**config.mk**
```make
export PLATFORM = sky130hd
export DESIGN_NAME = matrix_stream_loader
export DESIGN_NICKNAME = d
export VERILOG_FILES = /design/src/rtl/matrix_stream_loader.sv
export SDC_FILE = /design/constraint.sdc
export NUM_CORES = 1
export LEC_CHECK = 0
export ABC_AREA = 1
export BUFFER_PORTS_ARGS = -buffer_cell sky130_fd_sc_hd__buf_2
export CELL_PAD_IN_SITES_DETAIL_PLACEMENT = 0
export CELL_PAD_IN_SITES_GLOBAL_PLACEMENT = 1
export CORE_MARGIN = 1.5
export CORE_UTILIZATION = 44
export CTS_BUF_LIST = sky130_fd_sc_hd__clkbuf_2
export DETAILED_ROUTE_END_ITERATION = 8
export PLACE_DENSITY_LB_ADDON = 0.1
export SYNTH_ARGS = -nofsm -noshare
export SYNTH_HDL_FRONTEND = slang
export SYNTH_SLANG_ARGS = --single-unit
```
**constraint.sdc**
```tcl
create_clock -name clk -period 3.1 [get_ports clk]
set_input_delay 0.62 -clock clk [delete_from_list [all_inputs] [get_ports clk]]
set_output_delay 0.62 -clock clk [all_outputs]
set_load 0.03 [all_outputs]
```
**src/rtl/matrix_stream_loader.sv**
```systemverilog
// Streams 18 A/B entries into packed row vectors for a combinational 3x3 multiplier,
// captures the product after one settle cycle and streams the nine C entries back out.
module matrix_stream_loader #(
  parameter int unsigned ENTRY_SIZE    = 5,
  parameter int unsigned RESENTRY_SIZE = 9
) (
  input  logic                       clk,
  input  logic                       rst_n,
  input  logic                       in_valid,
  output logic                       in_ready,
  input  logic [ENTRY_SIZE-1:0]      in_data,
  output logic [3*ENTRY_SIZE-1:0]    matrixAv1,
  output logic [3*ENTRY_SIZE-1:0]    matrixAv2,
  output logic [3*ENTRY_SIZE-1:0]    matrixAv3,
  output logic [3*ENTRY_SIZE-1:0]    matrixBv1,
  output logic [3*ENTRY_SIZE-1:0]    matrixBv2,
  output logic [3*ENTRY_SIZE-1:0]    matrixBv3,
  input  logic [3*RESENTRY_SIZE-1:0] matrixCv1,
  input  logic [3*RESENTRY_SIZE-1:0] matrixCv2,
  input  logic [3*RESENTRY_SIZE-1:0] matrixCv3,
  output logic                       out_valid,
  input  logic                       out_ready,
  output logic [RESENTRY_SIZE-1:0]   out_data,
  output logic                       busy
);

  typedef enum logic [1:0] {StLoad, StSettle, StDrain} state_e;

  state_e                   state_q, state_d;
  logic [4:0]               k_q, k_d;
  logic [3:0]               j_q, j_d;
  logic [ENTRY_SIZE-1:0]    a_q [9];
  logic [ENTRY_SIZE-1:0]    b_q [9];
  logic [RESENTRY_SIZE-1:0] c_q [9];
  logic [RESENTRY_SIZE-1:0] c_in [9];
  logic [3*RESENTRY_SIZE-1:0] c_rows [3];
  logic                     in_xfer;

  assign in_ready  = (state_q == StLoad);
  assign out_valid = (state_q == StDrain);
  assign busy      = (state_q != StLoad) || (k_q != 5'd0);
  assign out_data  = out_valid ? c_q[j_q] : '0;
  assign in_xfer   = in_valid && in_ready;

  // Column 0 sits in the MSBs of each row vector.
  assign matrixAv1 = {a_q[0], a_q[1], a_q[2]};
  assign matrixAv2 = {a_q[3], a_q[4], a_q[5]};
  assign matrixAv3 = {a_q[6], a_q[7], a_q[8]};
  assign matrixBv1 = {b_q[0], b_q[1], b_q[2]};
  assign matrixBv2 = {b_q[3], b_q[4], b_q[5]};
  assign matrixBv3 = {b_q[6], b_q[7], b_q[8]};

  assign c_rows[0] = matrixCv1;
  assign c_rows[1] = matrixCv2;
  assign c_rows[2] = matrixCv3;

  // Unpack the multiplier result rows into row-major entries.
  always_comb begin
    for (int i = 0; i < 9; i++) begin
      c_in[i] = '0;
    end
    for (int r = 0; r < 3; r++) begin
      for (int c = 0; c < 3; c++) begin
        c_in[3*r+c] = c_rows[r][(3-c)*RESENTRY_SIZE-1 -: RESENTRY_SIZE];
      end
    end
  end

  // Next-state logic: LOAD counts k over 18 entries, SETTLE lasts one cycle, DRAIN counts j.
  always_comb begin
    state_d = state_q;
    k_d     = k_q;
    j_d     = j_q;
    unique case (state_q)
      StLoad: begin
        if (in_valid) begin
          if (k_q == 5'd17) begin
            state_d = StSettle;
            k_d     = '0;
          end else begin
            k_d = k_q + 5'd1;
          end
        end
      end
      StSettle: begin
        state_d = StDrain;
      end
      StDrain: begin
        if (out_ready) begin
          if (j_q == 4'd8) begin
            state_d = StLoad;
            j_d     = '0;
          end else begin
            j_d = j_q + 4'd1;
          end
        end
      end
      default: begin
        state_d = StLoad;
      end
    endcase
  end

  // State and counter registers.
  always_ff @(posedge clk or negedge rst_n) begin
    if (!rst_n) begin
      state_q <= StLoad;
      k_q     <= '0;
      j_q     <= '0;
    end else begin
      state_q <= state_d;
      k_q     <= k_d;
      j_q     <= j_d;
    end
  end

  // A/B entry registers, written in place as entries arrive; held outside LOAD.
  always_ff @(posedge clk or negedge rst_n) begin
    if (!rst_n) begin
      for (int i = 0; i < 9; i++) begin
        a_q[i] <= '0;
        b_q[i] <= '0;
      end
    end else if (in_xfer) begin
      for (int i = 0; i < 9; i++) begin
        if (k_q == 5'(i)) begin
          a_q[i] <= in_data;
        end
        if (k_q == 5'(i + 9)) begin
          b_q[i] <= in_data;
        end
      end
    end
  end

  // Result capture at the edge closing the settle cycle.
  always_ff @(posedge clk or negedge rst_n) begin
    if (!rst_n) begin
      for (int i = 0; i < 9; i++) begin
        c_q[i] <= '0;
      end
    end else if (state_q == StSettle) begin
      for (int i = 0; i < 9; i++) begin
        c_q[i] <= c_in[i];
      end
    end
  end

endmodule

```
==> out/metrics.yaml <==
status:
  status: "completed"
die:
  die_h_um: 137
  start_util_pct: 45.2
  coreArea_um2: 17400
  ios: 192
  die_area_um2: 18600
  rows: 48
  die_w_um: 137
final_layout:
  drive_gt1_share_pct: 29.4
  layout_common_cells: "182 x buf_2, 179 x dfrtp_1, 164 x nand2_1, 113 x nor2_1, 85 x a21oi_1"
  area_growth_pct: 24.2
  seqCellArea_um2: 4560
  finalNetCount: 1183
  multi_input_area_um2: 2870
  final_util_pct: 56.1
  final_common_cell: "buf_2"
  fillerInstances: 1654
timing:
  clock.fmax_ghz: 0.334
  tns_ns: 0
  maxSlewHeadroom_pct: 50.7
  period_share_pct: 96.6
  hold_viol_final: 0
  finalCriticalPeriod_ns: 3.00
  worst_pin_slew_ns: 0.739
  finalMaxSlewViolations: 0
  fin_skew_ns: 0.0331
  rsz0062_at_grt: "yes"
  setup_viol: 0
drt:
  drtIter0Drc: 319
  finalWirelength_um: 20600
  drcViolationCount: 0
  vias_per_cell: 4.86
  wire_per_inst_um: 15.5
  ant_nets: 0
  drt_pass1_iterations: 5
  vias: 6441
setup_path:
  critical_path.endpoint: "out_data[1]"
  critPathKind: "flop to output port"
  worst_setup_path_end_kind: "output port"
  required_ns: 2.48
  worstReg2RegEnd: "matrixAv3[0]"
  startpoint_type: "flop"
  reg2reg_slack_ns: 1.31
  r2r_cells: 7
  cp.arrival_ns: 2.38
  regToRegStartpoint: "k_q[0]"
  path_max_fanout: 6
  startpoint: "j_q[0]"
synth:
  yosysTopAreaCellShare_pct: 58.1
  synth_nets: 967
  synthTopCellsByArea: "dfrtp_1 58%, nand2_1 8.0%, a21oi_1 5.9%"
  syn_avg_cell_area_um2: 9.02
  synth_top_area_cell: "dfrtp_1"
  synth-seq-cells: 182
  yosysSeqAreaShare_pct: 58.1
  synthCells: 870
  ys_types: 29
  yosysWarnings: 0
  syn_area_um2: 7840
clocking:
  cts_root_buffer: "clkbuf_2"
  cts_htree_levels: 4
  clkSlewWorstSetupHoldPaths_ns: 0.26
  clock_sinks: 182
  cts_buffer_depth: 2
  cts_tree: "yes"
  clock_latency_ns: 0.72
  cts_inserted_buffers: 17
placement:
  dp_hpwl_um: 14700
  gp_congestion: 0.829
  io_buffers: 191
global_routing:
  antenna_found_initial: 1
  grt_pass1_wl_um: 31700
  overflow: 0
  grt_usage_pct: 22.4
  grt_max_degree: 70
  grt_pass1_vias: 5942
power:
  power_mw: 9.75
  vdd.ir_drop.worst_uv: 463
  powerDensity_nw_per_um2: 1000
  power.leakage_nw: 5.08
hold_path:
  hold_path.class: "primary input to flop"
run:
  cap_violations: 0
-- cell type report --
class | instances | area share (%)
antenna | 2 | 0.0514
clock inverter | 15 | 1.79
clock buffer | 17 | 0.873
timing repair buffer | 236 | 14.9
inverter | 84 | 3.28
multi-input combinational | 565 | 29.4
sequential | 182 | 46.8
tap | 225 | 2.89
-- per-stage QoR --
step	hold WS [ns]	setup slack [ns]	cells	area, um2
after global routing	0.000959	-0.0877	1325	9740
after global placement	0.460	0.769	1260	9020
after detailed placement	0.468	0.736	1260	9020
after floorplan	0.324	0.744	870	7840
after CTS	0.0195	0.00642	1296	9320
final	0.115	0.104	1326	9740
-- what timing repair did --
action,CTS,global route
setup endpoints to repair,9,9
hold buffers,1,17
buffers inserted,3,8
pin swaps,1,6
resized for setup,2,54
endpoints found under the hold margin,65,17
gates cloned,0,3
-- report_power, final --
part           switching [mW]  total [mW]  internal [mW]
sequential              0.526        3.91           3.39
clock                   0.821        1.28          0.456
combinational            3.00        4.56           1.56
total                    4.35        9.75           5.40
-- layer usage --
layer  part of all wire [%]  global-route usage [%]  up-vias
met4                    2.0                    6.80        0
met3                    4.5                    4.85       26
met2                     49                    37.2      153
met5                      0                       0        -
li1                       -                       -     3232
met1                     44                    29.4     3030
-- worst min-delay path by stage --
stage / startpoint / endpoint / slack (ns) / cells after the start
2_1_floorplan: rst_n / c_q[0] / 0.32 / 0
3_3_place_gp: matrixBv3[1] / matrixBv3[1] / 0.46 / 2
3_5_place_dp: matrixBv1[13] / matrixBv1[13] / 0.47 / 2
4_1_cts: matrixCv1[21] / c_q[75] / 0.02 / 2
5_1_grt: matrixCv2[7] / c_q[34] / 0.001 / 3
6_report: matrixCv1[13] / c_q[67] / 0.12 / 3
-- cells in the mapped netlist --
cell      count
inv_2         6
buf_4         1
buf_1         2
buf_6         2
a21oi_1      93
o21ai_0      66
nor3_4        2
mux2_2       18
nor2_1      113
nor2_2        1
ha_1          7
dfrtp_1     182
nand2_4       1
clkbuf_1     18
nand2_1     167
nand3_2       3
nor4_4        1
o21ai_1       5
nand3_1      60
nor2_4        7
xnor2_1       1
buf_2        16
nor3_1        1
a211oi_1      1
inv_1        78
nand4_1       3
o21ai_2       5
nand2_2       9
a31oi_1       1
-- sequential cells by signal, summed over array words and instances (netlist names) --
| signal | flops |
|---|---|
| state_q | 2 |
| matrixAv2 | 15 |
| matrixBv1 | 15 |
| matrixBv3 | 15 |
| j_q | 4 |
| matrixBv2 | 15 |
| matrixAv1 | 15 |
| c_q | 81 |
| matrixAv3 | 15 |
| k_q | 5 |
-- worst max-delay path: stages (launching register included) --
cell and delay, ns:
dfrtp_2 0.47, buf_6 0.14, clkinvlp_4 0.15, buf_4 0.20, nand2_1 0.06, nand3_1 0.06, nand3_1 0.12, nand3_1 0.11
a21oi_2 0.21, buf_6 0.16
-- kinds of logic after synthesis --
kind of cell	share of synthesized area (%)
AND/OR/NAND/NOR	20.5
flip-flops	58.1
AO/OA/AOI/OAI	11.2
buffers and inverters	6.38
multiplexers	2.58
adder cells (fa/ha/maj)	1.12
XOR/XNOR	0.112
No activity file was read; power rests on OpenSTA's default activity.
